**src/rtl/tt_um_serial_subtractor.sv**
```systemverilog
// Bit-serial subtractor: DIFF = A - B - BIN, one full-subtractor cell per clock, LSB first.
// Define SUB_SATURATE_EN to clamp an underflowed result to zero (borrow-out still reported).
module tt_um_serial_subtractor #(
  parameter int WIDTH = 8
) (
  input  logic             clk,
  input  logic             rst,
  input  logic [WIDTH-1:0] ui_a,
  input  logic [WIDTH-1:0] ui_b,
  input  logic             ui_bin,
  input  logic             in_valid,
  output logic             in_ready,
  output logic [WIDTH-1:0] uo_diff,
  output logic             uo_bout,
  output logic             out_valid,
  input  logic             out_ready,
  output logic             busy
);

  localparam int CW = (WIDTH > 2) ? $clog2(WIDTH) : 1;
  localparam logic [CW-1:0] LAST = CW'(WIDTH - 1);

  typedef enum logic [1:0] {
    S_IDLE,
    S_SHIFT,
    S_DONE
  } state_t;

  state_t           state_q, state_d;
  logic [WIDTH-1:0] a_q, a_d;
  logic [WIDTH-1:0] b_q, b_d;
  logic             br_q, br_d;
  logic [CW-1:0]    cnt_q, cnt_d;
  logic [WIDTH-2:0] res_q, res_d;
  logic [WIDTH-1:0] diff_q, diff_d;
  logic             bout_q, bout_d;
  logic             d_bit;
  logic             br_nxt;

  always_comb begin
    state_d = state_q;
    a_d     = a_q;
    b_d     = b_q;
    br_d    = br_q;
    cnt_d   = cnt_q;
    res_d   = res_q;
    diff_d  = diff_q;
    bout_d  = bout_q;
    d_bit   = a_q[0] ^ b_q[0] ^ br_q;
    br_nxt  = (~a_q[0] & b_q[0]) | (~(a_q[0] ^ b_q[0]) & br_q);
    unique case (state_q)
      S_IDLE: begin
        if (in_valid) begin
          a_d     = ui_a;
          b_d     = ui_b;
          br_d    = ui_bin;
          cnt_d   = '0;
          state_d = S_SHIFT;
        end
      end
      S_SHIFT: begin
        a_d   = a_q >> 1;
        b_d   = b_q >> 1;
        br_d  = br_nxt;
        cnt_d = cnt_q + CW'(1);
        // result bits enter at the top and walk down toward bit 0
        res_d = (WIDTH-1)'({d_bit, res_q} >> 1);
        if (cnt_q == LAST) begin
          state_d = S_DONE;
          bout_d  = br_nxt;
`ifdef SUB_SATURATE_EN
          diff_d  = br_nxt ? '0 : {d_bit, res_q};
`else
          diff_d  = {d_bit, res_q};
`endif
        end
      end
      S_DONE: begin
        if (out_ready) state_d = S_IDLE;
      end
      default: state_d = S_IDLE;
    endcase
  end

  always_ff @(posedge clk or posedge rst) begin
    if (rst) begin
      state_q <= S_IDLE;
      a_q     <= '0;
      b_q     <= '0;
      br_q    <= 1'b0;
      cnt_q   <= '0;
      res_q   <= '0;
      diff_q  <= '0;
      bout_q  <= 1'b0;
    end else begin
      state_q <= state_d;
      a_q     <= a_d;
      b_q     <= b_d;
      br_q    <= br_d;
      cnt_q   <= cnt_d;
      res_q   <= res_d;
      diff_q  <= diff_d;
      bout_q  <= bout_d;
    end
  end

  assign in_ready  = (state_q == S_IDLE) && !rst;
  assign out_valid = (state_q == S_DONE);
  assign busy      = (state_q != S_IDLE);
  assign uo_diff   = diff_q;
  assign uo_bout   = bout_q;

endmodule

```
**config.mk**
```make
export PLATFORM = sky130hd
export DESIGN_NAME = tt_um_serial_subtractor
export DESIGN_NICKNAME = d
export VERILOG_FILES = /design/src/rtl/tt_um_serial_subtractor.sv
export SDC_FILE = /design/constraint.sdc
export NUM_CORES = 1
export LEC_CHECK = 0
export BUFFER_PORTS_ARGS = -buffer_cell sky130_fd_sc_hd__buf_2
export CORE_ASPECT_RATIO = 0.7
export CORE_MARGIN = 8
export CORE_UTILIZATION = 44
export CTS_CLUSTER_DIAMETER = 60
export DETAILED_ROUTE_END_ITERATION = 12
export PLACE_DENSITY = 0.72
export SYNTH_ARGS = -nofsm -noshare
export SYNTH_HDL_FRONTEND = slang
export SYNTH_SLANG_ARGS = --single-unit
export TNS_END_PERCENT = 100
```
**constraint.sdc**
```tcl
create_clock -name clk -period 2.2 [get_ports clk]
set_clock_uncertainty 0.15 [all_clocks]
set_input_delay 0.11 -clock clk [delete_from_list [all_inputs] [get_ports clk]]
set_output_delay 0.11 -clock clk [all_outputs]
set_load 0.05 [all_outputs]
```
# Word-level counts from Yosys, hierarchy flattened
# Cells that the tools add are included.
# totals
register_bits,38
latchBits,0
ramBits,0
rom_bits,0
inputBits,21
output_inout_bits,12
memories,0
# classes
addsub,1
n_mul,0
div,0
magnitude_cmp,0
n_eq_ne,6
shift,0
muxes,12
bitwise,7
n_reduce_logical,8
# ops
operator,count
8-bit case mux with 2 select lines,2
8-bit two-way mux,2
2-bit two-way mux,3
2-bit case mux with 3 select lines,1
3-bit case mux with 2 select lines,1
2-bit inequality test (second input constant),2
2-bit AND reduction,2
2-bit nonzero test,2
3-bit by 1-bit adder with 3-bit output (second input constant),1
3-bit == test (second input constant),1
3-bit two-way mux,1
3-bit AND reduction,1
1-bit bitwise AND,2
2-bit by 1-bit == test with 1-bit output (second input constant),1
2-bit == test (second input constant),1
2-bit logical NOT,1
2-bit by 1-bit inequality test with 1-bit output (second input constant),1
1-bit NOT,2
1-bit case mux with 2 select lines,1
1-bit XOR,2
1-bit logical AND,1
1-bit logical NOT,1
1-bit two-way mux,1
1-bit OR,1

# Depth between registers and ports, before layout
# depth
ltp_word,5
mapped_depth,6

# Worst setup path before layout
# Ideal clock, no wire load.
# synth_path
path_kind,register -> output
start,reg state_q[1]
end,out in_ready
arrival_time_ns,1.820
t_required_ns,1.940
slack_ns,0.120
path_stages_with_launch,6
path_cell_list,dfrtp_1 buf_6 inv_2 buf_6 nand2_1 nor2_1
# synth_between
elab_chain_len,2
# synth_rtl
item,line_no,rtl
"start, declared",29,"state_t state_q, state_d;"
"start signal, assigned",96,state_q <= state_d;
2-bit logical NOT,107,assign in_ready = (state_q == S_IDLE) && !rst;
1-bit logical AND,107,
"end, declared",12,"output logic in_ready,"
# Every way passes these cells.

# Worst setup path after layout
# Ends and elaborated chain as after synthesis.

==> results.md <==
* Total number of vias at 1,358
* Worst vdd ir at 0.000815 V
* Antenna Violating Nets Remaining at 0
* Post-CTS setup buffers at 0
* Synth unique cells at 28
* Drt via density at 5.18
* Critical path type: reg -> out
* Mapped Area at 1900 um2
* Grt ovf at 0
* Post-synth EDFFs at 0
* Post-DP HPWL at 2580 um
* Core Area at 4250 um2
* Seq/Total Area, Yosys at 0.501
* Crit-path leading delay family: buffers and inverters
* Die Y at 71.0 um
* Seq. cell area at 951 um2
* Total negative slack at 0 ns
* Slew @ Worst Pin at 0.482 ns
* GRT Total Usage at 0.123
* Max-cap violations at 0
* Largest net degree at the start of global routing at 39
* Clk slew on worst S/H paths at 0.07 ns
* Fin crit share at 0.830
* Max stage delay on crit path at 0.52 ns
* CP cell instances: inv_2, nand2_1, nor2_1, buf_2
* DRT Pass-1 Iters at 4
* CTS Buf Count at 5
* Fillers at 383
* Status: complete, no violations
* Final wirelength at 3830 um
* Die area at 6710 um2
* CP max stage cell: dfrtp_1
* Initial antenna violation count at 0
* PortBufs at 32
* Wire per inst at 14.6 um
* Main synth FF type: dfrtp_1
* Clk Latency, worst-skew pair at 0.28 ns
* H-tree Lvls at 2
* Gpl congestion at 0.703
* # IOs at 33
* P_leak at 1.07 nW
* WP data arrival at 1.57 ns
* Cell Pwr Density at 1400 nW/um2
* Commonest cells after routing, fill and taps aside: dfrtp_1 (38), buf_2 (32), nand2_1 (26), dlygate4sd3_1 (17), o22ai_1 (16)
* Asr flop ratio synth at 1.00
* Final min period at 1.83 ns
* Syn_nets at 182
* RR Startpoint: cnt_q[0]
* Chip Width at 94.5 um
* Mapped Cells at 158
* # DRC at 0
* Number of global-route vias before repair at 1,430
* Top-area cell type share of the netlist area at 0.501
* CTS tree: built
* Area of the multi-input gates at 787 um2
* Largest cells by area after synthesis: dfrtp_1 (50%), o22ai_2 (6.6%), mux2_4 (5.5%), o22ai_1 (5.3%), nand2_1 (5.1%)
* Slew Viols, Final at 0
* Synth area leader: dfrtp_1
* Layout cells sized above 1 at 0.382
* Starting Density at 0.446
* Rows at 20
* Final number of setup-violating endpoints at 0
* Crit. End Element: output pin
* TritonCTS Sinks at 38
* Diodes inserted at 0
* Critical Path RT at 1.94 ns
* Clk root buf: clkbuf_8
* Worst slew margin at 0.678
* Maximum buffer depth of the clock tree at 2
* Synth-to-layout area growth at 19.5%
* Buf+Inv Stages, Crit Path at 2
* Worst Setup Start Kind: register
* First-pass GRT wire length at 6670 um
* Hold slack at 0.0496 ns
* Final-report hold violation count at 0
* RSZ-0062 raised after global routing: no
* Nets at 230
* FMAX at 0.548 GHz
* Critical path fanouts, max at 17
* Commonest non-fill, non-tap cell in the layout: dfrtp_1
* HP Class: in -> reg
* Starting DRT DRC Count at 66
* Register bit total from synthesis at 38
* Yosys warnings at 0
* Worst setup startpoint: state_q[1]
* Syn avg cell area at 12.0 um2
* HP Start: ui_bin
[cells by family after synthesis]
logic type / count (synthesis) / share of synthesized area
AOI/OAI and AO/OA: 55 / 0.230
buffers and inverters: 16 / 0.0850
and+or+nand+nor: 38 / 0.0995
adders and majority gates: 3 / 0.0237
muxes: 8 / 0.0613
DFF: 38 / 0.501
[final timing paths]
| path | cells past startpoint | slack (ns) | end |
|---|---|---|---|
| worst max-delay path | 4 | 0.37 | in_ready |
| worst min register to register | 2 | 0.33 | res_q[0] |
| max in group asynchronous | 4 | 1.21 | a_q[0] |
| min in group asynchronous | 4 | 0.33 | state_q[0] |
| worst max register to register | 4 | 0.45 | uo_diff[6] |
| worst min-delay path | 3 | 0.05 | br_q |
[metrics by stage]
stage                     instance area [um2]  utilization  worst slack, ns  std cells  power, mW
final                                    2270        0.534            0.374        262       3.17
after floorplan                          1900            -            0.120        158       2.49
after global routing                     2270        0.534            0.233        262       3.42
after detailed placement                 2010        0.472            0.467        237       2.70
after global placement                   2010        0.472            0.494        237       2.65
after CTS                                2270        0.534            0.351        262       3.21
[area by class of cell]
type                    count  area share
inverters                   5     0.00827
well taps                  55      0.0303
flip-flops and latches     38       0.419
repair buffers             52       0.155
multi-input cells         104       0.347
clock buffers               7      0.0380
clock inverters             1     0.00221
[timing repair]
action                                 in CTS  in global routing
endpoints found under the hold margin      54                  0
resized for setup                           0                  0
setup endpoints to repair                   0                  0
hold buffers                               17                  0
[cells in the mapped netlist (2+ instances only)]
| library cell | instances |
|---|---|
| dfrtp_1 | 38 |
| nand2_1 | 26 |
| o22ai_1 | 16 |
| a21oi_2 | 11 |
| o22ai_2 | 10 |
| o21ai_0 | 8 |
| mux2_4 | 7 |
| buf_6 | 6 |
| a21oi_1 | 4 |
| clkbuf_8 | 4 |
| inv_1 | 4 |
| nor2_1 | 4 |
| a22o_1 | 2 |
| and2b_2 | 2 |
| ha_1 | 2 |
| o31ai_1 | 2 |
[report_power, final]
| group | leakage (nW) | switching, mW | internal [mW] |
|---|---|---|---|
| Sequential | 0.464 | 0.256 | 1.01 |
| Combinational | 0.563 | 0.856 | 0.558 |
| Clock | 0.0482 | 0.232 | 0.253 |
[worst register-to-register path: stages (launching register included)]
cell	delay [ns]
dfrtp_1	0.39
ha_1	0.20
ha_1	0.21
nand3b_2	0.30
mux2_2	0.38
[state kept, by name, summed over array words and instances, names as in the netlist]
register / count
br_q: 1
uo_diff: 8
res_q: 7
a_q: 8
uo_bout: 1
b_q: 8
state_q: 2
cnt_q: 3
[routing by layer]
layer	up-vias	GRT usage	wire, um
met5	-	0	0
met4	0	0.0103	10
met3	2	0.0444	194
met2	27	0.198	1770
met1	669	0.160	1860
li1	660	-	-
Power figures use the tool's default switching activity.
